==> src/rtl/reduceron_run_monitor_if.sv <==
// Trace readout port of the Reduceron run monitor: a valid/ready stream of
// cycle-stamped IO writes.
interface reduceron_run_monitor_if #(
  parameter int ADDR_W = 13,
  parameter int DATA_W = 13,
  parameter int CNT_W  = 32
);
  logic              trace_valid;
  logic              trace_ready;
  logic [CNT_W-1:0]  trace_cycle;
  logic [ADDR_W-1:0] trace_addr;
  logic [DATA_W-1:0] trace_data;

  modport master (
    output trace_valid, trace_cycle, trace_addr, trace_data,
    input  trace_ready
  );

  modport slave (
    input  trace_valid, trace_cycle, trace_addr, trace_data,
    output trace_ready
  );
endinterface

==> src/rtl/reduceron_run_monitor.sv <==
// Run monitor for a Reduceron core: cycle-stamped IO-write trace FIFO,
// saturating run statistics and a result latch captured on finish.
module reduceron_run_monitor #(
  parameter int RES_W      = 16,
  parameter int TAG_W      = 3,
  parameter int STATE_W    = 7,
  parameter int GC_BIT     = 5,
  parameter int HEAP_W     = 13,
  parameter int ADDR_W     = 13,
  parameter int DATA_W     = 13,
  parameter int DEPTH_LOG2 = 4,
  parameter int CNT_W      = 32
) (
  input  logic                     clock,
  input  logic                     reset,
  input  logic [RES_W-1:0]         r,
  input  logic [STATE_W-1:0]       s,
  input  logic [HEAP_W-1:0]        h,
  input  logic                     iowrite,
  input  logic [ADDR_W-1:0]        ioaddr,
  input  logic [DATA_W-1:0]        iowd,
  input  logic                     finish,
  reduceron_run_monitor_if.master  trace,
  output logic [CNT_W-1:0]         trace_dropped,
  output logic [CNT_W-1:0]         cycle_count,
  output logic [CNT_W-1:0]         gc_count,
  output logic [CNT_W-1:0]         gc_cycles,
  output logic [HEAP_W-1:0]        heap_max,
  output logic                     done,
  output logic [RES_W-TAG_W-1:0]   result_value,
  output logic [TAG_W-1:0]         result_tag,
  output logic [CNT_W-1:0]         done_cycle
);

  localparam int DEPTH = 2 ** DEPTH_LOG2;
  localparam int ENT_W = CNT_W + ADDR_W + DATA_W;
  localparam int PTR_W = DEPTH_LOG2 + 1;

  function automatic logic [CNT_W-1:0] sat_inc(input logic [CNT_W-1:0] v);
    return (&v) ? v : v + CNT_W'(1);
  endfunction

  logic [ENT_W-1:0] mem_q [DEPTH];
  logic [PTR_W-1:0] wr_ptr_q, wr_ptr_d, rd_ptr_q, rd_ptr_d;

  logic                   done_q, done_d;
  logic                   gc_q, gc_d;
  logic [CNT_W-1:0]       cycle_q, cycle_d;
  logic [CNT_W-1:0]       gc_cnt_q, gc_cnt_d;
  logic [CNT_W-1:0]       gc_cyc_q, gc_cyc_d;
  logic [CNT_W-1:0]       dropped_q, dropped_d;
  logic [CNT_W-1:0]       done_cycle_q, done_cycle_d;
  logic [HEAP_W-1:0]      heap_max_q, heap_max_d;
  logic [RES_W-TAG_W-1:0] res_val_q, res_val_d;
  logic [TAG_W-1:0]       res_tag_q, res_tag_d;

  logic running, push, pop, full, empty, wr_en, drop;
  logic [ENT_W-1:0] head;

  assign running = !done_q;
  assign empty   = (wr_ptr_q == rd_ptr_q);
  assign full    = (wr_ptr_q[DEPTH_LOG2] != rd_ptr_q[DEPTH_LOG2]) &&
                   (wr_ptr_q[DEPTH_LOG2-1:0] == rd_ptr_q[DEPTH_LOG2-1:0]);
  assign push    = running && iowrite;
  assign pop     = !empty && trace.trace_ready;
  // When full, a simultaneous pop frees the very slot the push writes into.
  assign wr_en   = push && (!full || pop);
  assign drop    = push && full && !pop;

  assign head              = mem_q[rd_ptr_q[DEPTH_LOG2-1:0]];
  assign trace.trace_valid = !empty;
  assign trace.trace_cycle = empty ? '0 : head[ENT_W-1 -: CNT_W];
  assign trace.trace_addr  = empty ? '0 : head[DATA_W +: ADDR_W];
  assign trace.trace_data  = empty ? '0 : head[DATA_W-1:0];

  always_comb begin
    wr_ptr_d     = wr_en ? wr_ptr_q + PTR_W'(1) : wr_ptr_q;
    rd_ptr_d     = pop   ? rd_ptr_q + PTR_W'(1) : rd_ptr_q;
    dropped_d    = drop  ? sat_inc(dropped_q) : dropped_q;
    gc_d         = s[GC_BIT];
    done_d       = done_q;
    cycle_d      = cycle_q;
    gc_cnt_d     = gc_cnt_q;
    gc_cyc_d     = gc_cyc_q;
    heap_max_d   = heap_max_q;
    done_cycle_d = done_cycle_q;
    res_val_d    = res_val_q;
    res_tag_d    = res_tag_q;
    if (running) begin
      cycle_d = sat_inc(cycle_q);
      if (s[GC_BIT] && !gc_q) gc_cnt_d = sat_inc(gc_cnt_q);
      if (s[GC_BIT])          gc_cyc_d = sat_inc(gc_cyc_q);
      if (h > heap_max_q)     heap_max_d = h;
      if (finish) begin
        done_d       = 1'b1;
        done_cycle_d = cycle_q;
        res_val_d    = r[RES_W-1:TAG_W];
        res_tag_d    = r[TAG_W-1:0];
      end
    end
  end

  always_ff @(posedge clock) begin
    if (reset) begin
      wr_ptr_q     <= '0;
      rd_ptr_q     <= '0;
      dropped_q    <= '0;
      gc_q         <= 1'b0;
      done_q       <= 1'b0;
      cycle_q      <= '0;
      gc_cnt_q     <= '0;
      gc_cyc_q     <= '0;
      heap_max_q   <= '0;
      done_cycle_q <= '0;
      res_val_q    <= '0;
      res_tag_q    <= '0;
    end else begin
      wr_ptr_q     <= wr_ptr_d;
      rd_ptr_q     <= rd_ptr_d;
      dropped_q    <= dropped_d;
      gc_q         <= gc_d;
      done_q       <= done_d;
      cycle_q      <= cycle_d;
      gc_cnt_q     <= gc_cnt_d;
      gc_cyc_q     <= gc_cyc_d;
      heap_max_q   <= heap_max_d;
      done_cycle_q <= done_cycle_d;
      res_val_q    <= res_val_d;
      res_tag_q    <= res_tag_d;
    end
  end

  // Storage needs no reset: the head is masked to zero whenever the FIFO is empty.
  always_ff @(posedge clock) begin
    if (wr_en) mem_q[wr_ptr_q[DEPTH_LOG2-1:0]] <= {cycle_q, ioaddr, iowd};
  end

  assign trace_dropped = dropped_q;
  assign cycle_count   = cycle_q;
  assign gc_count      = gc_cnt_q;
  assign gc_cycles     = gc_cyc_q;
  assign heap_max      = heap_max_q;
  assign done          = done_q;
  assign result_value  = res_val_q;
  assign result_tag    = res_tag_q;
  assign done_cycle    = done_cycle_q;

endmodule

==> src/flat_wrapper.sv <==
// flat-port wrapper written by rule: the top's interface ports become plain ports
module reduceron_run_monitor_flat 
#(
  parameter int RES_W      = 16,
  parameter int TAG_W      = 3,
  parameter int STATE_W    = 7,
  parameter int GC_BIT     = 5,
  parameter int HEAP_W     = 13,
  parameter int ADDR_W     = 13,
  parameter int DATA_W     = 13,
  parameter int DEPTH_LOG2 = 4,
  parameter int CNT_W      = 32
)
  (clock, reset, r, s, h, iowrite, ioaddr, iowd, finish, trace_dropped, cycle_count, gc_count, gc_cycles, heap_max, done, result_value, result_tag, done_cycle, trace_trace_valid, trace_trace_cycle, trace_trace_addr, trace_trace_data, trace_trace_ready);
  reduceron_run_monitor_if #(.ADDR_W(ADDR_W), .DATA_W(DATA_W), .CNT_W(CNT_W)) trace_i ();
  input  logic clock;
  input  logic reset;
  input  logic [RES_W-1:0] r;
  input  logic [STATE_W-1:0] s;
  input  logic [HEAP_W-1:0] h;
  input  logic iowrite;
  input  logic [ADDR_W-1:0] ioaddr;
  input  logic [DATA_W-1:0] iowd;
  input  logic finish;
  output logic [CNT_W-1:0] trace_dropped;
  output logic [CNT_W-1:0] cycle_count;
  output logic [CNT_W-1:0] gc_count;
  output logic [CNT_W-1:0] gc_cycles;
  output logic [HEAP_W-1:0] heap_max;
  output logic done;
  output logic [RES_W-TAG_W-1:0] result_value;
  output logic [TAG_W-1:0] result_tag;
  output logic [CNT_W-1:0] done_cycle;
  output wire logic [$bits(trace_i.trace_valid)-1:0] trace_trace_valid;
  output wire logic [$bits(trace_i.trace_cycle)-1:0] trace_trace_cycle;
  output wire logic [$bits(trace_i.trace_addr)-1:0] trace_trace_addr;
  output wire logic [$bits(trace_i.trace_data)-1:0] trace_trace_data;
  input wire logic [$bits(trace_i.trace_ready)-1:0] trace_trace_ready;
  assign trace_trace_valid = trace_i.trace_valid;
  assign trace_trace_cycle = trace_i.trace_cycle;
  assign trace_trace_addr = trace_i.trace_addr;
  assign trace_trace_data = trace_i.trace_data;
  assign trace_i.trace_ready = trace_trace_ready;
  reduceron_run_monitor #(.RES_W(RES_W), .TAG_W(TAG_W), .STATE_W(STATE_W), .GC_BIT(GC_BIT), .HEAP_W(HEAP_W), .ADDR_W(ADDR_W), .DATA_W(DATA_W), .DEPTH_LOG2(DEPTH_LOG2), .CNT_W(CNT_W)) u_core (.clock(clock), .reset(reset), .r(r), .s(s), .h(h), .iowrite(iowrite), .ioaddr(ioaddr), .iowd(iowd), .finish(finish), .trace(trace_i), .trace_dropped(trace_dropped), .cycle_count(cycle_count), .gc_count(gc_count), .gc_cycles(gc_cycles), .heap_max(heap_max), .done(done), .result_value(result_value), .result_tag(result_tag), .done_cycle(done_cycle));
endmodule
==> config.mk <==
export PLATFORM = sky130hd
export DESIGN_NAME = reduceron_run_monitor_flat
export DESIGN_NICKNAME = d
export VERILOG_FILES = /design/src/rtl/reduceron_run_monitor_if.sv /design/src/rtl/reduceron_run_monitor.sv /design/src/flat_wrapper.sv
export SDC_FILE = /design/constraint.sdc
export NUM_CORES = 1
export LEC_CHECK = 0
export CORE_MARGIN = 2
export CORE_UTILIZATION = 35
export DETAILED_ROUTE_END_ITERATION = 8
export GPL_ROUTABILITY_DRIVEN = 0
export PLACE_DENSITY = 0.58
export SETUP_SLACK_MARGIN = 0.02
export SYNTH_ARGS = -nofsm -noshare
export SYNTH_HDL_FRONTEND = slang
export SYNTH_SLANG_ARGS = --single-unit
==> constraint.sdc <==
create_clock -name clock -period 16.95 [get_ports clock]
set_input_delay 2.5425 -clock clock [delete_from_list [all_inputs] [get_ports clock]]
set_output_delay 2.5425 -clock clock [all_outputs]
set_load 0.01 [all_outputs]
==> results of run 1 <==
==> state kept, by name, summed over array words and instances, names as in the netlist, named ones only <==
name	count
u_core.result_tag	3
u_core.trace_dropped	32
u_core.done_cycle	32
u_core.gc_cycles	32
u_core.gc_count	32
u_core.wr_ptr_q	5
u_core.gc_q	1
u_core.done	1
u_core.mem_q	928
u_core.rd_ptr_q	5
u_core.cycle_count	32
u_core.result_value	13
u_core.heap_max	13
==> metrics by stage <==
step                      hold slack, ps  std cells   util
after floorplan                      481       2593      -
after global placement               444       4493  0.395
after detailed placement             448       4493  0.395
after CTS                            454       4711  0.425
after global routing                 480       4711  0.425
final                                451       4714  0.425
==> worst max path at each step <==
| stage | startpoint | end | slack, ps | depth (start not counted) |
|---|---|---|---|---|
| detailed placement | flop | trace_trace_cycle[20] | 10060 | 6 |
| global placement | flop | trace_trace_cycle[18] | 10000 | 6 |
| floorplan | trace_trace_ready | u_core.mem_q[15][0] | 7130 | 2 |
| finish | flop | trace_trace_cycle[20] | 9330 | 6 |
| global route | flop | trace_trace_addr[8] | 9010 | 6 |
| CTS | flop | trace_trace_cycle[20] | 9250 | 6 |
==> final cells by class <==
cell class,instances,area (sq um)
repair buffers,373,3580
inverters,37,139
fillers,11200,73500
diodes,3,7.51
clock buffers,140,3060
clock inverters,78,835
flip-flops and latches,1133,32000
well taps,1662,2080
multi-input cells,1288,12700
==> report_power, final <==
part / total, mW / internal (mW) / switching [mW]
logic: 0.728 / 0.383 / 0.345
registers: 3.06 / 3.02 / 0.0340
clock network: 2.60 / 1.49 / 1.11
==> kinds of logic after synthesis <==
family / Yosys count
AOI/OAI and AO/OA: 310
xor gates and xnor gates: 29
adders and majority gates: 22
buffers and inverters: 172
DFF: 1133
muxes: 315
and+or+nand+nor: 612
==> worst register-to-register path: cells and delay by family (launching register included) <==
kind	cells	cell delay, ps
xor+xnor	1	580
buf+inv	1	870
simple gates	3	1290
flops	1	330
compound gates	1	470
==> cell usage in the layout, fill, tap and decap left out, types with 16 or more instances in the layout <==
cell	netlist	final
edfxtp_1	928	928
clkdlybuf4s50_1	0	308
mux4_2	290	290
dfxtp_1	205	201
nand2_1	162	160
a21oi_1	148	148
clkbuf_16	0	117
nor2_1	87	76
buf_4	2	64
and2_1	59	59
o21ai_0	55	55
nand4_1	51	51
or3_1	47	47
nand3_1	45	45
or4_1	45	45
o31ai_1	43	43
inv_1	37	37
clkinv_2	0	28
nor2b_1	24	23
ha_1	22	22
clkinv_1	0	22
clkbuf_1	87	18
xnor2_1	17	17
nand2b_1	17	17
mux2i_1	16	16
==> per-layer routing <==
layer | up-vias | GRT usage
li1 | 11200 | -
met1 | 13200 | 0.234
met4 | 2 | 0.0449
met2 | 750 | 0.298
met5 | - | 0
met3 | 152 | 0.0496
==> flow_metrics.env, run 1 <==
export IMPL_outcome="completed"
export IMPL_period_minus_slack_ps=7620
export IMPL_cts_buffers=117
export IMPL_wl_met2_mm=58.5
export IMPL_power_mw=6.38
export IMPL_crit_fanout=67
export IMPL_worstPathArrival_ps=5080
export IMPL_rsz0062_at_grt="false"
export IMPL_cp_slowest_cell="buf_4"
export IMPL_path_cells="buf_4 > buf_4 > mux4_2 > mux4_2 > and2_1 > clkdlybuf4s50_1"
export IMPL_required_ps=14410
export IMPL_avgSynthCellArea_sq_um=17.4
export IMPL_power_density_mw_per_mm2=117
export IMPL_post_dp_cell_area_sq_mm=0.0505
export IMPL_synth_top_family_by_area="multiplexers"
export IMPL_p_leak_nw=16.6
export IMPL_vdd_drop_max_uv=95.5
export IMPL_period_share=0.450
export IMPL_synth_adder_area_share=0.00609
export IMPL_cts_tree="built"
export IMPL_ctsResizeCount=0
export IMPL_grt_usage=0.180
export IMPL_critPathBufInv=3
export IMPL_drt_iter0_drc=2098
export IMPL_cp_top_family="buffers and inverters"
export IMPL_core_sq_mm=0.128
export IMPL_drv_slew=0
export IMPL_synth_top_flop_cell="edfxtp_1"
export IMPL_hp_class="flop to flop"
export IMPL_cts_sinks=1133
export IMPL_dp_hpwl_mm=67.2
export IMPL_yosysTopAreaCell="edfxtp_1"
export IMPL_syn_inst=2593
export IMPL_totalWireLength_mm=120
export IMPL_grt_pass1_wl_mm=174
export IMPL_cts_buffer_depth=3
export IMPL_overflow=0
export IMPL_reg2reg_from="u_core.wr_ptr_q[4]"
export IMPL_post_cts_setup_buffers=0
export IMPL_synth_compound_area_share=0.0419
export IMPL_startpoint_type="flop"
export IMPL_reg2reg_slack_ps=12990
export IMPL_crit_path_end_kind="output port"
export IMPL_tns_ps=0
export IMPL_post_place_ws_ps=10060
export IMPL_async_reset_ff_frac=0
export IMPL_ant_nets=0
export IMPL_drv_cap=0
export IMPL_r2r_end="u_core.mem_q[4][22]"
export IMPL_synth_fp_nets=2682
export IMPL_hold_start="u_core.result_value[7]"
export IMPL_die_x_microns=363
export IMPL_clk_latency_ps=750
export IMPL_synth_area_mux_share=0.150
export IMPL_drtPass1Iterations=5
export IMPL_topRoutingLayerUsed="met5"
export IMPL_ys_ff_latch=1133
export IMPL_synth_edff_count=928
export IMPL_crit_type="flop to output port"
export IMPL_synth_warning_count=0
export IMPL_fin_ws_ps=9330
export IMPL_netlist_area_sq_mm=0.0452
export IMPL_hold_buffers=0
export IMPL_maxSlewHeadroom=0.229
export IMPL_vias=25300
export IMPL_syn_to_final_growth_pct=20.3
export IMPL_synth_top_cell_area_share=0.617
export IMPL_antenna_found_initial=3
export IMPL_worst_pin_slew_ps=1150
export IMPL_drc=0
export IMPL_wl_per_cell_microns=25.4
export IMPL_viasPerCell=5.37
export IMPL_cts_max_level=3
export IMPL_die_area_sq_mm=0.132
export IMPL_yosysUniqueCellTypes=62
export IMPL_clk_pin_slew_ps=60
export IMPL_netlist_top_cells_area="edfxtp_1 (62%), mux4_2 (14%), dfxtp_1 (9.1%)"
export IMPL_grt_pass1_vias=25500
export IMPL_rows=131
export IMPL_skew_ps=57.3
export IMPL_whs_endpoint="u_core.result_value[7]"
export IMPL_yosysSeqAreaShare=0.707
export IMPL_wl_met1_mm=49.9
export IMPL_synthXorXnorAreaFrac=0.00562
export IMPL_holdPathStages=2
export IMPL_final_area_sq_mm=0.0544
export IMPL_yosysMostFrequentCell="edfxtp_1"
export IMPL_hold_violations=0
export IMPL_cts_root_buf="clkbuf_16"
export IMPL_grt_max_degree=89
export IMPL_fmax_mhz=131
export IMPL_r2r_cells=6
export IMPL_drive_gt1_frac=0.194
export IMPL_setup_violations=0
export IMPL_slowest_delay_ps=910
export IMPL_die_h_microns=363
export IMPL_port_buffers=309
export IMPL_nNetsFinal=3039
export IMPL_initial_core_util=0.354
export IMPL_num_io_pins=316
export IMPL_synth_common_cells="edfxtp_1 (928), mux4_2 (290), dfxtp_1 (205)"
export IMPL_routed_wl_met3_mm=8.77
export IMPL_synth_simple_area_share=0.0732
Power figures use the tool's default switching activity.
==> inputs of run 2 (changes only) <==
clock period = 7.5 ns   (was 16.95 ns; I/O delays follow)
==> flow_metrics.env, run 2 (same netlist as run 1, synthesis figures left out) <==
export IMPL_outcome="completed"
export IMPL_cts_sinks=1133
export IMPL_core_sq_mm=0.128
export IMPL_worst_pin_slew_ps=1060
export IMPL_final_cell_mix="edfxtp_1 (928), clkdlybuf4s50_1 (308), mux4_2 (290)"
export IMPL_num_io_pins=316
export IMPL_hold_buffers=0
export IMPL_clk_pin_slew_ps=60
export IMPL_post_cts_setup_buffers=0
export IMPL_post_place_ws_ps=2810
export IMPL_grt_pass1_wl_mm=170
export IMPL_post_dp_cell_area_sq_mm=0.0506
export IMPL_drive_gt1_frac=0.193
export IMPL_power_mw=14.5
export IMPL_stdcell_count=4717
export IMPL_die_area_sq_mm=0.132
export IMPL_grt_max_degree=103
export IMPL_final_util=0.426
export IMPL_p_leak_nw=16.7
export IMPL_crit_type="flop to output port"
export IMPL_hp_class="flop to flop"
export IMPL_final_area_sq_mm=0.0545
export IMPL_clk_latency_ps=740
export IMPL_cts_buffer_depth=3
export IMPL_power_density_mw_per_mm2=265
export IMPL_period_share=0.704
export IMPL_grt_usage=0.174
export IMPL_cts_tree="built"
export IMPL_die_x_microns=363
export IMPL_wl_per_cell_microns=24.3
export IMPL_syn_to_final_growth_pct=20.6
export IMPL_drc=0
export IMPL_vias=25000
export IMPL_cts_buffers=118
export IMPL_antenna_cells=0
export IMPL_period_minus_slack_ps=5280
export IMPL_setup_violations=0
export IMPL_grt_pass1_vias=25500
export IMPL_n_fill_cell=11300
export IMPL_holdPathStages=2
export IMPL_drtPass1Iterations=7
export IMPL_skew_ps=43.1
export IMPL_dp_cells=4499
export IMPL_dp_hpwl_mm=65.5
export IMPL_rsz0062_at_grt="false"
export IMPL_totalWireLength_mm=115
export IMPL_r2r_cells=6
export IMPL_cts_root_buf="clkbuf_16"
export IMPL_viasPerCell=5.31
export IMPL_drt_iter0_drc=2221
export IMPL_rows=131
export IMPL_cts_max_level=3
export IMPL_fmax_mhz=189
export IMPL_required_ps=6380
export IMPL_hold_violations=0
export IMPL_crit_path_end_kind="output port"
export IMPL_nNetsFinal=3046
export IMPL_drv_cap=0
export IMPL_initial_core_util=0.354
export IMPL_port_buffers=309
export IMPL_antenna_found_initial=6
export IMPL_drv_slew=0
export IMPL_worstPathArrival_ps=4160
export IMPL_ant_nets=0
export IMPL_hold_slack_ps=454
export IMPL_ff_latch_area_sq_mm=0.0320
export IMPL_crit_fanout=39
export IMPL_overflow=0
export IMPL_fin_ws_ps=2220
export IMPL_largest_reg_flops=928
export IMPL_multi_input_area_sq_mm=0.0127
export IMPL_maxSlewHeadroom=0.281
export IMPL_die_h_microns=363
export IMPL_tns_ps=0
export IMPL_startpoint_type="flop"
export IMPL_vdd_drop_max_uv=194
export IMPL_final_common_cell="edfxtp_1"
export IMPL_ctsResizeCount=0
-- run 2: cell type report --
cell class,instances,area share
Multi-Input combinational cell,1288,0.233
Tap cell,1662,0.0382
Inverter,37,0.00255
Clock inverter,64,0.0135
Timing Repair Buffer,379,0.0674
Sequential cell,1133,0.587
Clock buffer,154,0.0587
-- run 2: path summary, 6_finish.rpt --
check / start / endpoint / slack, ps
setup / recovery: flop / trace_trace_cycle[28] / 2220
hold / removal: u_core.result_tag[1] / u_core.result_tag[1] / 450
setup reg to reg: u_core.wr_ptr_q[4] / u_core.mem_q[12][30] / 3700
hold reg to reg: u_core.result_tag[1] / u_core.result_tag[1] / 450
-- run 2: routing by layer --
layer / share of wire / vias to the layer above / global-route usage
li1: - / 11200 / -
met1: 0.43 / 12900 / 0.233
met2: 0.48 / 748 / 0.280
met3: 0.074 / 172 / 0.0456
met4: 0.024 / 4 / 0.0438
met5: 0.00018 / - / 0
-- run 2: worst max-delay path: stages (launching register included) --
cell and delay [ps]:
dfxtp_4 840, buf_4 750, mux4_2 630, mux4_2 520
and2_1 180, clkdlybuf4s50_1 470
-- run 2: where the power goes --
| part | switching (mW) | total [mW] | internal [mW] |
|---|---|---|---|
| clock | 2.47 | 5.89 | 3.42 |
| combinational | 0.781 | 1.66 | 0.875 |
| sequential | 0.0811 | 6.91 | 6.83 |
